==> src/rtl/pipe_stage_reg.sv <==
// Pipeline stage register: 2-entry elastic buffer (main + skid) carrying PC, instruction and operands.
// Latency: 1 cycle from accept to output when the stage is empty or draining.
// Backpressure: in_ready decoded from state only; skid entry absorbs one cycle of downstream stall.
module pipe_stage_reg #(
  parameter int                  PC_WIDTH  = 32,
  parameter int                  IR_WIDTH  = 32,
  parameter int                  OP_WIDTH  = 32,
  parameter int                  NUM_OPS   = 2,
  parameter logic [IR_WIDTH-1:0] NOP_INSN  = 32'h00000000,
  parameter int                  CNT_WIDTH = 16
) (
  input  logic                         clk,
  input  logic                         rst,
  input  logic                         flush,
  input  logic                         in_valid,
  output logic                         in_ready,
  input  logic [PC_WIDTH-1:0]          pc_in,
  input  logic [IR_WIDTH-1:0]          ir_in,
  input  logic [NUM_OPS*OP_WIDTH-1:0]  ops_in,
  output logic                         out_valid,
  input  logic                         out_ready,
  output logic [PC_WIDTH-1:0]          pc_out,
  output logic [IR_WIDTH-1:0]          ir_out,
  output logic [NUM_OPS*OP_WIDTH-1:0]  ops_out,
  output logic [1:0]                   occupancy,
  output logic [CNT_WIDTH-1:0]         stall_cycles
);

  localparam int OPS_W = NUM_OPS * OP_WIDTH;
  localparam int ENT_W = PC_WIDTH + IR_WIDTH + OPS_W;

  typedef enum logic [1:0] {
    ST_EMPTY = 2'd0,
    ST_ONE   = 2'd1,
    ST_FULL  = 2'd2
  } state_e;

  state_e               state_q, state_d;
  logic [ENT_W-1:0]     main_q, main_d;
  logic [ENT_W-1:0]     skid_q, skid_d;
  logic [CNT_WIDTH-1:0] stall_q, stall_d;
  logic [ENT_W-1:0]     in_ent;
  logic                 accept;
  logic                 drain;

  // Entry layout: {pc, ir, ops}, ops packed LSB-first.
  assign in_ent       = {pc_in, ir_in, ops_in};
  assign accept       = in_valid & in_ready;
  assign drain        = out_valid & out_ready;
  assign stall_cycles = stall_q;

  // State, data and stall counter registers; reset clears everything immediately.
  always_ff @(posedge clk or posedge rst) begin
    if (rst) begin
      state_q <= ST_EMPTY;
      main_q  <= '0;
      skid_q  <= '0;
      stall_q <= '0;
    end else begin
      state_q <= state_d;
      main_q  <= main_d;
      skid_q  <= skid_d;
      stall_q <= stall_d;
    end
  end

  // Next state and data loads; flush discards everything and suppresses any load so
  // a flushed entry can never reach the outputs.
  always_comb begin
    state_d = state_q;
    main_d  = main_q;
    skid_d  = skid_q;
    case (state_q)
      ST_EMPTY: begin
        if (accept) begin
          state_d = ST_ONE;
          main_d  = in_ent;
        end
      end
      ST_ONE: begin
        if (accept && drain) begin
          main_d = in_ent;
        end else if (accept) begin
          state_d = ST_FULL;
          skid_d  = in_ent;
        end else if (drain) begin
          state_d = ST_EMPTY;
        end
      end
      ST_FULL: begin
        if (drain) begin
          state_d = ST_ONE;
          main_d  = skid_q;
        end
      end
      default: state_d = ST_EMPTY;
    endcase
    if (flush) begin
      state_d = ST_EMPTY;
      main_d  = main_q;
      skid_d  = skid_q;
    end
  end

  // Saturating count of cycles where a valid head is held back by downstream.
  always_comb begin
    stall_d = stall_q;
    if (out_valid && !out_ready && (stall_q != {CNT_WIDTH{1'b1}})) begin
      stall_d = stall_q + 1'b1;
    end
  end

  // Outputs decoded from state and the main entry; a bubble shows NOP while pc/ops hold.
  always_comb begin
    in_ready  = 1'b1;
    out_valid = 1'b0;
    occupancy = 2'd0;
    case (state_q)
      ST_ONE: begin
        out_valid = 1'b1;
        occupancy = 2'd1;
      end
      ST_FULL: begin
        in_ready  = 1'b0;
        out_valid = 1'b1;
        occupancy = 2'd2;
      end
      default: ;
    endcase
    pc_out  = main_q[ENT_W-1 -: PC_WIDTH];
    ir_out  = (state_q == ST_EMPTY) ? NOP_INSN : main_q[OPS_W +: IR_WIDTH];
    ops_out = main_q[OPS_W-1:0];
  end

endmodule

==> config.mk <==
export PLATFORM = sky130hd
export DESIGN_NAME = pipe_stage_reg
export DESIGN_NICKNAME = d
export VERILOG_FILES = /design/src/rtl/pipe_stage_reg.sv
export SDC_FILE = /design/constraint.sdc
export NUM_CORES = 1
export LEC_CHECK = 0
export CORE_MARGIN = 1
export CORE_UTILIZATION = 51
export DETAILED_ROUTE_END_ITERATION = 7
export GPL_TIMING_DRIVEN = 0
export PLACE_DENSITY = 0.8
export SLEW_MARGIN = 20
export SYNTH_ARGS = -nofsm -noshare
export SYNTH_HDL_FRONTEND = slang
export SYNTH_SLANG_ARGS = --single-unit
==> constraint.sdc <==
create_clock -name clk -period 13 [get_ports clk]
set_input_delay 3.25 -clock clk [delete_from_list [all_inputs] [get_ports clk]]
set_output_delay 3.25 -clock clk [all_outputs]
set_load 0.005 [all_outputs]
==> results.txt <==
----------------------------------------------------
[Global route]
  Final global-route overflow total ... 0
  Largest net degree at the start of global routing ... 101
  First-pass GRT wire length ... 44900 µm
  Gr usage total ... 0.217
  Number of antenna violations at the first check in global routing ... 1
  Vias in the first global route ... 8527

[Layout]
  Final cell utilization of the core ... 0.697
  Area taken by multi-input logic gates ... 5100 µm²
  Fillers ... 1753
  Net total in the final layout ... 1371
  Share of final-layout standard cells stronger than drive strength 1 ... 0.424
  Final Instance Area ... 17100 µm²
  Sequential Area ... 6860 µm²
  Area growth from synthesis to layout ... 32.7%

[Detailed routing]
  Via-per-instance ratio ... 5.12
  Via Count ... 8102
  Final wirelength ... 27600 µm
  Per-cell routed wire length ... 17.5 µm
  Post-detailed-route DRC marker count ... 0
  Final antenna-violating net count ... 0
  Iteration-0 DRC Markers ... 341
  Number of iterations in the first detailed-routing pass ... 4

[Clock tree]
  Cells resized by post-CTS repair ... 0
  Number of levels in the clock H-tree ... 1
  CTS tree ... yes
  Number of setup buffers added after CTS ... 0
  Clock Root Buffer ... clkbuf_16
  Clock transition at the register clock pins on the worst setup and hold paths after CTS ... 60 ps
  Source-to-sink clock delay at the later pin of the worst-skew pair ... 540 ps
  Max Root-Sink Buffers ... 3
  CTS hold repair buffers ... 0
  TritonCTS sink count ... 274
  Number of buffers created by CTS ... 30

[Placed design]
  Half-perimeter wire length after placement ... 19300 µm
  Global placement routability congestion ... 0.798
  Number of input and output port buffers inserted ... 280
  Area of placed instances ... 16200 µm²

[Yosys]
  Cells after Synth ... 919
  Post-synthesis cell area ... 12900 µm²
  Register bit total from synthesis ... 274
  Count of synthesis-stage warnings from yosys ... 0
  Post-Syn Nets ... 1057
  Sequential area share after synthesis ... 0.531
  Post-synth cell types ... 41
  Mean area per synthesized cell ... 14.1 µm²
  Top cells by area in the synthesized netlist ... dfrtp_1 (53%), mux2_2 (31%), buf_4 (5.6%)
  Area leader, netlist ... dfrtp_1
  Share of the synthesized area in the top cell type ... 0.531

[Worst setup path]
  CP most frequent cell ... clkbuf_1
  Cells traversed along the worst timing path ... inv_1 -> ha_1 -> clkbuf_1 -> clkbuf_1 -> nor2b_1 -> clkdlybuf4s50_1
  Crit. End Element ... output port
  Crit path max fanout ... 10
  Delay of the slowest cell on the worst path ... 470 ps
  Critical path data required time ... 9750 ps
  Launching element type of the critical path ... flip-flop
  Buffers & Inverters on Critical Path ... 4
  Slowest cell on the critical path ... clkdlybuf4s50_1
  Type of the worst setup path ... reg2out
  Largest delay share family, worst path ... buffers and inverters
  Worst endpoint data arrival time ... 2660 ps

[STA]
  Final critical delay including setup and external delays ... 5910 ps
  Number of hold-slack violations in the final timing report ... 0
  Setup repair after global routing missed its margin ... no
  Share of the cycle needed by the critical path after routing ... 0.454
  Number of pins with negative max-slew slack in the final report ... 0
  Clock skew after layout ... 5.14 ps
  Highest Clock Rate ... 169 MHz
  Transition time of the tightest slew-check pin ... 803 ps
  Final-report setup violation count ... 0
  Worst max-slew margin expressed relative to the limit ... 0.465

[Pwr]
  Post-route total power ... 3630 µW
  Power density of the placed cells ... 211 nW/µm²
  Max IR drop VDD ... 111 µV
  Leak ... 0.00727 µW

[Min path]
  Hold crit path type ... reg2reg

[Die]
  Top-level I/O count ... 281
  Total die area ... 26000 µm²
  Die width ... 161 µm
  Std-Cell Core Area ... 24600 µm²
  Chip Height ... 161 µm
  Number of rows in the core area ... 57
  Starting Density ... 0.525

[Outcome]
  Status ... complete, no violations

[Run]
  Max-cap violations ... 0

----------------------------------------------------
==> synth_stat cells, drive strengths merged <==
cell	n
a21oi	4
a22o	1
a31oi	2
a41oi	1
and3	3
and4b	1
buf	131
clkbuf	13
dfrtp	274
ha	5
inv	5
mux2	386
nand2	6
nand2b	1
nand3	10
nand3b	1
nand4	1
nor2	5
nor2b	34
nor3	2
nor4	3
o2111ai	2
o211ai	2
o21a	2
o21ai	7
o22ai	1
or2	1
or3b	1
or4	3
xnor2	11
==> final timing paths <==
path                       cells past startpoint                      to                    from  slack [ps]
max in group asynchronous                      3  skid_q[66]$_DFFE_PP0P_                     rst        8920
max reg2reg                                    8  main_q[25]$_DFFE_PP0P_  state_q[0]$_DFFE_PP0P_       10130
min                                            1  skid_q[14]$_DFFE_PP0P_  skid_q[14]$_DFFE_PP0P_         490
max                                            6              ir_out[27]  state_q[0]$_DFFE_PP0P_        7090
min in group asynchronous                      2  main_q[39]$_DFFE_PP0P_                     rst        3200
min reg2reg                                    1  skid_q[14]$_DFFE_PP0P_  skid_q[14]$_DFFE_PP0P_         490
==> layer usage <==
layer	wire length, µm	global-route usage
met3	1800	0.0547
met2	13600	0.368
met4	600	0.0609
met5	0	0
met1	11600	0.276
==> layout make-up <==
| class | count | area share |
|---|---|---|
| Clock buffer | 45 | 0.0512 |
| Multi-Input combinational cell | 496 | 0.297 |
| Antenna cell | 1 | 0.000146 |
| Timing Repair Buffer | 282 | 0.167 |
| Clock inverter | 10 | 0.00438 |
| Inverter | 5 | 0.00153 |
| Buffer | 144 | 0.0551 |
| Tap cell | 324 | 0.0236 |
| Sequential cell | 274 | 0.400 |
==> state kept, by name, indices dropped and copies added (netlist names) <==
name and cells:
state_q 2, main_q 128, skid_q 128, stall_cycles 16
==> cell usage in the layout (no fill, tap or decap), drive strengths merged, types with 2 or more instances in the layout <==
master / instances
dfrtp: 274
o211ai: 2
nand3: 10
nand2: 6
nor4: 3
ha: 5
buf: 133
a31oi: 2
inv: 5
o21ai: 7
mux2: 386
o21a: 2
a21oi: 4
clkdlybuf4s50: 280
o2111ai: 2
nor3: 2
xnor2: 11
and3: 3
or4: 3
nor2: 5
clkinv: 9
nor2b: 34
clkbuf: 58
==> kinds of logic after synthesis <==
kind of cell               Yosys count  synth area share
buffers and inverters              149            0.0746
DFF                                274             0.531
adders and majority gates            5           0.00484
muxes                              386             0.337
xor gates and xnor gates            11           0.00746
and+or+nand+nor                     72            0.0341
AOI/OAI and AO/OA                   22            0.0116
==> metrics by stage <==
step / worst slack, ps / cells / hold slack (ps) / setup TNS (ps)
after floorplan: 2200 / 919 / 459 / 0
after global placement: -1450 / 1523 / 467 / -392130
after detailed placement: 7390 / 1525 / 478 / 0
after CTS: 7020 / 1580 / 492 / 0
final: 7090 / 1581 / 485 / 0
after global routing: 6920 / 1581 / 499 / 0
==> report_power, final <==
part,switching [µW],internal (µW),total (µW)
logic,413,936,1350
registers,201,1260,1470
clock network,328,483,811
total,942,2680,3630
Power figures use the tool's default switching activity.
